`src/rtl/cond_pkg.sv`:
```
// Shared types and bit positions for the conditional-execution stage.
package cond_pkg;

  typedef enum logic [3:0] {
    COND_EQ = 4'h0,
    COND_NE = 4'h1,
    COND_CS = 4'h2,
    COND_CC = 4'h3,
    COND_MI = 4'h4,
    COND_PL = 4'h5,
    COND_VS = 4'h6,
    COND_VC = 4'h7,
    COND_HI = 4'h8,
    COND_LS = 4'h9,
    COND_GE = 4'hA,
    COND_LT = 4'hB,
    COND_GT = 4'hC,
    COND_LE = 4'hD,
    COND_AL = 4'hE,
    COND_NV = 4'hF
  } cond_e;

  localparam int unsigned FLAG_N = 3;
  localparam int unsigned FLAG_Z = 2;
  localparam int unsigned FLAG_C = 1;
  localparam int unsigned FLAG_V = 0;

  localparam int unsigned FW_NZ = 1;
  localparam int unsigned FW_CV = 0;

endpackage

```
`src/rtl/cond_eval.sv`:
```
// Combinational condition-field evaluator: (cond, NZCV) -> pass / illegal encoding.
module cond_eval
  import cond_pkg::*;
(
  input  logic [3:0] cond,
  input  logic [3:0] flags,
  output logic       pass,
  output logic       illegal
);

  logic n, z, c, v;

  assign n = flags[FLAG_N];
  assign z = flags[FLAG_Z];
  assign c = flags[FLAG_C];
  assign v = flags[FLAG_V];

  always_comb begin
    pass    = 1'b0;
    illegal = 1'b0;
    case (cond_e'(cond))
      COND_EQ: pass = z;
      COND_NE: pass = ~z;
      COND_CS: pass = c;
      COND_CC: pass = ~c;
      COND_MI: pass = n;
      COND_PL: pass = ~n;
      COND_VS: pass = v;
      COND_VC: pass = ~v;
      COND_HI: pass = c & ~z;
      COND_LS: pass = ~c | z;
      COND_GE: pass = (n == v);
      COND_LT: pass = (n != v);
      COND_GT: pass = ~z & (n == v);
      COND_LE: pass = z | (n != v);
      COND_AL: pass = 1'b1;
      COND_NV: illegal = 1'b1;
      default: pass = 1'b0;
    endcase
  end

endmodule

```
`src/rtl/cond_unit.sv`:
```
// Conditional-execution stage: NZCV register, condition test and side-effect gating.
// Optional performance counters enabled by defining COND_UNIT_PERF_EN.
module cond_unit
  import cond_pkg::*;
#(
  parameter int unsigned CNT_W     = 32,
  parameter logic [3:0]  FLAGS_RST = 4'b0000
) (
  input  logic       clk,
  input  logic       reset,
  input  logic       instr_valid,
  input  logic [3:0] cond,
  input  logic [3:0] alu_flags,
  input  logic [1:0] flag_write,
  input  logic       pcs,
  input  logic       reg_write,
  input  logic       mem_write,
  input  logic       no_write,
  output logic       pc_src,
  output logic       reg_write_o,
  output logic       mem_write_o,
  output logic       cond_ex,
  output logic [3:0] flags,
  output logic       cond_illegal
`ifdef COND_UNIT_PERF_EN
  ,
  input  logic             perf_clr,
  output logic [CNT_W-1:0] perf_exec,
  output logic [CNT_W-1:0] perf_squash
`endif
);

  logic pass;
  logic illegal;

  if (CNT_W < 1) begin : g_bad_cnt_w
    $error("cond_unit: CNT_W must be at least 1");
  end

  cond_eval u_cond_eval (
    .cond    (cond),
    .flags   (flags),
    .pass    (pass),
    .illegal (illegal)
  );

  assign cond_ex      = instr_valid & pass;
  assign cond_illegal = instr_valid & illegal;
  assign pc_src       = pcs & cond_ex;
  assign reg_write_o  = reg_write & cond_ex & ~no_write;
  assign mem_write_o  = mem_write & cond_ex;

  // Test uses the registered flags, so an instruction that both tests and sets sees the old value.
  always_ff @(posedge clk) begin
    if (reset) begin
      flags <= FLAGS_RST;
    end else if (cond_ex) begin
      if (flag_write[FW_NZ]) begin
        flags[FLAG_N] <= alu_flags[FLAG_N];
        flags[FLAG_Z] <= alu_flags[FLAG_Z];
      end
      if (flag_write[FW_CV]) begin
        flags[FLAG_C] <= alu_flags[FLAG_C];
        flags[FLAG_V] <= alu_flags[FLAG_V];
      end
    end
  end

`ifdef COND_UNIT_PERF_EN
  always_ff @(posedge clk) begin
    if (reset || perf_clr) begin
      perf_exec   <= '0;
      perf_squash <= '0;
    end else begin
      if (cond_ex)
        perf_exec <= perf_exec + CNT_W'(1);
      if (instr_valid && !cond_ex)
        perf_squash <= perf_squash + CNT_W'(1);
    end
  end
`endif

endmodule

```
`config.mk`:
```
export PLATFORM = sky130hd
export DESIGN_NAME = cond_unit
export DESIGN_NICKNAME = d
export VERILOG_FILES = /design/src/rtl/cond_pkg.sv /design/src/rtl/cond_eval.sv /design/src/rtl/cond_unit.sv
export SDC_FILE = /design/constraint.sdc
export NUM_CORES = 1
export LEC_CHECK = 0
export CORE_AREA = 2 2 39 41
export CTS_BUF_LIST = sky130_fd_sc_hd__clkbuf_4 sky130_fd_sc_hd__clkbuf_8 sky130_fd_sc_hd__clkbuf_16
export CTS_CLUSTER_DIAMETER = 100
export CTS_CLUSTER_SIZE = 30
export DETAILED_ROUTE_END_ITERATION = 12
export DIE_AREA = 0 0 41 43
export GPL_TIMING_DRIVEN = 0
export PLACE_DENSITY = 0.76
export SYNTH_ARGS = -nofsm -noshare
export SYNTH_HDL_FRONTEND = slang
export SYNTH_HIERARCHICAL = 1
export SYNTH_SLANG_ARGS = --single-unit
```
`constraint.sdc`:
```
create_clock -name clk -period 5.6 [get_ports clk]
set_input_delay 1.4 -clock clk [delete_from_list [all_inputs] [get_ports clk]]
set_output_delay 1.4 -clock clk [all_outputs]
set_load 0.02 [all_outputs]
```
==> results of run 1 <==
[report_power, final]
group          internal [mW]  switching, mW
logic                 0.0248         0.0173
clock network         0.0240         0.0121
registers             0.0300        0.00236
[metal layers]
layer	track usage [%]	up-vias	wire, um
met5	0	-	0
li1	-	248	-
met1	20.0	217	496
met3	0	2	65
met4	10.0	0	16
met2	21.9	21	520
[metrics by stage]
step | cell area (sq um) | utilization, % | std cells | total power, mW | hold slack (ns)
finish | 702 | 50.7 | 95 | 0.111 | 0.533
global route | 702 | 50.7 | 95 | 0.117 | 0.573
CTS | 702 | 50.7 | 95 | 0.113 | 0.537
detailed placement | 679 | 49.1 | 92 | 0.0749 | 0.530
global placement | 679 | 49.1 | 92 | 0.0738 | 0.513
floorplan | 429 | - | 53 | 0.0543 | 0.574
[worst paths after layout]
kind	from	to	slack [ns]	cells past startpoint
worst max register to register	flags[3]$_SDFFE_PP0P_	flags[2]$_SDFFE_PP0P_	3.81	6
worst min-delay path	flags[1]$_SDFFE_PP0P_	flags[1]$_SDFFE_PP0P_	0.53	2
worst max-delay path	cond[2]	reg_write_o	0.38	8
worst min register to register	flags[1]$_SDFFE_PP0P_	flags[1]$_SDFFE_PP0P_	0.53	2
[cell families (layout without fill, tap and decap cells)]
family	Yosys count	count (layout)	synth area share (%)
buf+inv	2	28	2.33
simple gates	29	29	42.3
mux	5	5	12.8
flops	4	4	18.7
compound gates	11	11	18.1
xor+xnor	2	2	5.83
[Yosys cell counts (2+ instances only)]
cell type / instances / area, sq um
mux2i_1: 4 / 40.0
and3b_1: 2 / 17.5
nand2_1: 3 / 11.3
o211ai_1: 2 / 15.0
a21oi_1: 3 / 15.0
clkbuf_2: 2 / 10.0
and3_1: 2 / 12.5
a211o_1: 2 / 17.5
and2_1: 2 / 12.5
nor2_1: 3 / 11.3
nor3_1: 2 / 10.0
and3_4: 2 / 22.5
dfxtp_1: 4 / 80.1
nand2b_1: 10 / 62.6
[cell type report]
type	count	area [sq um]
Buffer	2	10.0
Clock buffer	3	22.5
Fill cell	148	682
Multi-Input combinational cell	47	339
Sequential cell	4	80.1
Tap cell	16	20.0
Timing Repair Buffer	23	230
[worst reg2reg max path: stages, from the launching register on]
cell,delay [ns]
dfxtp_1,0.48
xnor2_2,0.18
o22ai_1,0.12
a211o_1,0.30
a211o_1,0.31
and3_4,0.18
mux2i_1,0.11
[layout by cell type (no fill, tap or decap), types with 2 or more instances in the layout]
| master | instances |
|---|---|
| and3_4 | 2 |
| a21oi_1 | 3 |
| and2_1 | 2 |
| and3_1 | 2 |
| clkdlybuf4s50_1 | 23 |
| dfxtp_1 | 4 |
| and3b_1 | 2 |
| clkbuf_4 | 3 |
| clkbuf_2 | 2 |
| mux2i_1 | 4 |
| nor3_1 | 2 |
| nand2b_1 | 10 |
| nor2_1 | 3 |
| a211o_1 | 2 |
| nand2_1 | 3 |
| o211ai_1 | 2 |
==> flow_summary.json, run 1 <==
{
  "status": "finished clean",
  "power_density_nw_per_um2": 157,
  "cts_buffer_depth": 2,
  "hold_path.class": "flop to flop",
  "post_cts_buffers": 0,
  "avgSynthCellArea_sq_um": 8.10,
  "synth-main-ff-cell": "dfxtp_1",
  "port_buffers": 23,
  "rows": 14,
  "critPathCaptureType": "output port",
  "io-pin-count": 26,
  "synth_edf_count": 0,
  "drive_gt1_share_pct": 11.4,
  "synthesis.area_sq_um": 429,
  "cts_root_buffer": "clkbuf_4",
  "start_util_pct": 31.0,
  "nets": 98,
  "ys_warn_count": 6,
  "fp.dieH_um": 43,
  "track_usage_pct": 14.8,
  "drc": 0,
  "path_common_cell": "clkdlybuf4s50_1",
  "cts_sinks": 4,
  "cpPeakStageDelay_ns": 0.63,
  "worstPathRequired_ns": 4.20,
  "antenna_cells": 0,
  "async_reset_ff_share_pct": 0,
  "wire_per_inst_um": 11.6,
  "setup_ws_ns": 0.378,
  "dr.pass1.iters": 4,
  "rsz0062_at_grt": "no",
  "period_share_pct": 93.2,
  "clock.fmax_mhz": 192,
  "dp_hpwl_um": 858,
  "syn_inst": 53,
  "cts_tree": "done",
  "critPathBufInv": 2,
  "die_w_um": 41,
  "ys_ff_latch": 4,
  "maxCapViolations": 0,
  "path_cells": "clkdlybuf4s50_1, mux2_4, a21oi_1, o211ai_1, a211o_1, and2_1, and3b_1, clkdlybuf4s50_1",
  "area_growth_pct": 63.6,
  "worstMarginPinSlew_ns": 0.297,
  "ys_seq_area_share_pct": 18.7,
  "vdd_drop_max_mv": 0.0989,
  "grt_overflow_total": 0,
  "cts_buffers": 3,
  "first_iter_violations": 4,
  "via_per_inst": 5.14,
  "dp_worst_setup_slack_ns": 0.385,
  "p_leak_nw": 0.270,
  "regMostFlops": "flags",
  "drtAntennaViolNets": 0,
  "num_vias": 488,
  "finalHoldViolCount": 0,
  "dieArea_sq_um": 1760,
  "relSlewSlack_pct": 80.2,
  "cp_data_arrival_time_ns": 3.82,
  "startpoint_type": "input pin",
  "post_cts_resized": 0,
  "cts_hold_repair.buffers": 0,
  "insertion_delay_ns": 0.24,
  "crit_slowest_cell": "clkdlybuf4s50_1",
  "place.gp.congestion": 0.699,
  "finClkSkew_ns": 0.00217,
  "postRouteWirelength_mm": 1.10,
  "setup.worst_path.class": "input pin to output port",
  "top_regs": "flags (4)",
  "cp_max_fo": 8,
  "grt_pass1_vias": 440,
  "crit_family": "buffers and inverters",
  "antenna_found_initial": 0,
  "setup_viol": 0,
  "grt_pass1_wl_mm": 1.82,
  "post-route-min-period_ns": 5.22,
  "grt_max_degree": 10,
  "htree_levels": 1,
  "largest_reg_flops": 4,
  "core_area_sq_um": 1380,
  "cts.clk_slew.worst_paths_ns": 0.04,
  "ys_types": 24,
  "synth_nets": 70,
  "setup-tns-final_ns": 0,
  "drv_slew": 0
}
No activity file was read; power rests on OpenSTA's default activity.
==> inputs of run 2 (changes only) <==
CORE_AREA = 8 8 45 47   (was 2 2 39 41)
CTS_CLUSTER_SIZE = 14   (was 30)
DIE_AREA = 0 0 53 55   (was 0 0 41 43)
==> run 2 against run 1 <==
Final area unchanged. Die area increased by 65%. Register-to-register slack got worse by 0.02 ns. Fmax decreased by 0.62%. Critical path depth unchanged. Via count decreased by 0.41%. Clock power decreased by 5%. Sequential power about the same. Worst hold slack got worse by 0.0035 ns. Sequential cell count unchanged. Routed wire length increased by 16%. Sequential share of layout area unchanged. Largest cell class unchanged. Highest routed layer is now met3.
==> flow_summary.json, run 2 (synthesis gave the netlist of run 1 again) <==
{
  "critPathBufInv": 2,
  "hold_path.class": "flop to flop",
  "area_growth_pct": 63.6,
  "die_w_um": 53,
  "cts.clk_slew.worst_paths_ns": 0.04,
  "critPathCaptureType": "output port",
  "period_share_pct": 93.8,
  "core_area_sq_um": 1380,
  "post_cts_resized": 0,
  "rows": 14,
  "share_comb_of_total_power_pct": 38.9,
  "nets": 98,
  "drtAntennaViolNets": 0,
  "dp_hpwl_um": 988,
  "via_per_inst": 5.12,
  "regMostFlops": "flags",
  "crit_slowest_cell": "clkdlybuf4s50_1",
  "start_util_pct": 31.0,
  "cts_tree": "done",
  "post-route-min-period_ns": 5.25,
  "insertion_delay_ns": 0.23,
  "startpoint": "cond[2]",
  "cts_buffers": 3,
  "grt_overflow_total": 0,
  "relSlewSlack_pct": 78.8,
  "rsz0062_at_grt": "no",
  "cts_root_buffer": "clkbuf_4",
  "cpPeakStageDelay_ns": 0.64,
  "cp_max_fo": 8,
  "worstMarginPinSlew_ns": 0.318,
  "swShare_pct": 28.0,
  "io-pin-count": 26,
  "placed_area_sq_um": 679,
  "htree_levels": 1,
  "layout_commonest_cell": "clkdlybuf4s50_1",
  "antenna_found_initial": 0,
  "path_common_cell": "clkdlybuf4s50_1",
  "fp.dieH_um": 55,
  "largest_reg_flops": 4,
  "clock.fmax_mhz": 190,
  "finClkSkew_ns": 0.00249,
  "cts_hold_repair.buffers": 0,
  "power_density_nw_per_um2": 156,
  "crit_family": "buffers and inverters",
  "grt_max_degree": 10,
  "p_clk_share_pct": 31.4,
  "vdd_drop_max_mv": 0.112,
  "num_vias": 486,
  "p_int_mw": 0.0787,
  "fin_area_sq_um": 702,
  "grt_pass1_wl_mm": 2.04,
  "worstPathRequired_ns": 4.20,
  "place.gp.congestion": 0.771,
  "path_cells": "clkdlybuf4s50_1, mux2_4, a21oi_1, o211ai_1, a211o_1, and2_1, and3b_1, clkdlybuf4s50_1",
  "drv_slew": 0,
  "reg2reg_from": "flags[3]$_SDFFE_PP0P_",
  "setup-tns-final_ns": 0,
  "top_regs": "flags (4)",
  "port_buffers": 23,
  "drc": 0,
  "maxCapViolations": 0,
  "cts_sinks": 4,
  "min-delay-start": "flags[1]$_SDFFE_PP0P_",
  "antenna_cells": 0,
  "p_seq_share_pct": 29.6,
  "setup.worst_path.class": "input pin to output port",
  "post_cts_buffers": 0,
  "dieArea_sq_um": 2920,
  "status": "finished clean",
  "setup_ws_ns": 0.346,
  "cp_data_arrival_time_ns": 3.85,
  "setup_viol": 0,
  "drive_gt1_share_pct": 11.4,
  "wire_per_inst_um": 13.4,
  "cts_buffer_depth": 2,
  "first_iter_violations": 5,
  "dp_worst_setup_slack_ns": 0.354,
  "final_cell_mix": "clkdlybuf4s50_1, nand2b_1, mux2i_1, dfxtp_1",
  "dr.pass1.iters": 4,
  "track_usage_pct": 8.90,
  "switchingPower_mw": 0.0306,
  "p_leak_nw": 0.270,
  "grt_pass1_vias": 450,
  "finalHoldViolCount": 0,
  "startpoint_type": "input pin",
  "postRouteWirelength_mm": 1.27
}
run 2: final timing paths:
kind | end | slack, ns | depth (start not counted)
worst max-delay path | reg_write_o | 0.35 | 8
worst min register to register | flags[1]$_SDFFE_PP0P_ | 0.53 | 2
worst max register to register | flags[2]$_SDFFE_PP0P_ | 3.79 | 6
worst min-delay path | flags[1]$_SDFFE_PP0P_ | 0.53 | 2
run 2: tightest hold or removal path, delay by kind of cell (launching register included):
family,cells,cell delay [ns]
DFF,1,0.33
muxes,1,0.06
and+or+nand+nor,1,0.08
run 2: metal layers:
layer	routed length (um)	GRT usage (%)	up-vias
met4	0	3.88	0
met1	588	10.8	226
li1	-	-	247
met5	0	0	-
met3	92	2.14	0
met2	593	14.6	13
run 2: per-stage QoR:
step                      hold WS [ns]  std cells  util [%]  power [mW]
final                            0.529         95      50.7       0.109
after detailed placement         0.522         92      49.1      0.0751
after global placement           0.508         92      49.1      0.0741
after CTS                        0.530         95      50.7       0.111
after floorplan                  0.574         53         -      0.0543
after global routing             0.569         95      50.7       0.117
run 2: area by class of cell:
cell class              instances  area (sq um)
fillers                       135           682
multi-input cells              47           339
repair buffers                 23           230
flip-flops and latches          4          80.1
clock buffers                   3          22.5
well taps                      16          20.0
plain buffers                   2          10.0
run 2: power groups by stage:
stage               clock (mW)  sequential, mW  combinational (mW)
finish                  0.0343          0.0324              0.0425
global route            0.0387          0.0326              0.0457
CTS                     0.0365          0.0323              0.0426
detailed placement           0          0.0327              0.0424
global placement             0          0.0326              0.0415
floorplan                    0          0.0338              0.0205
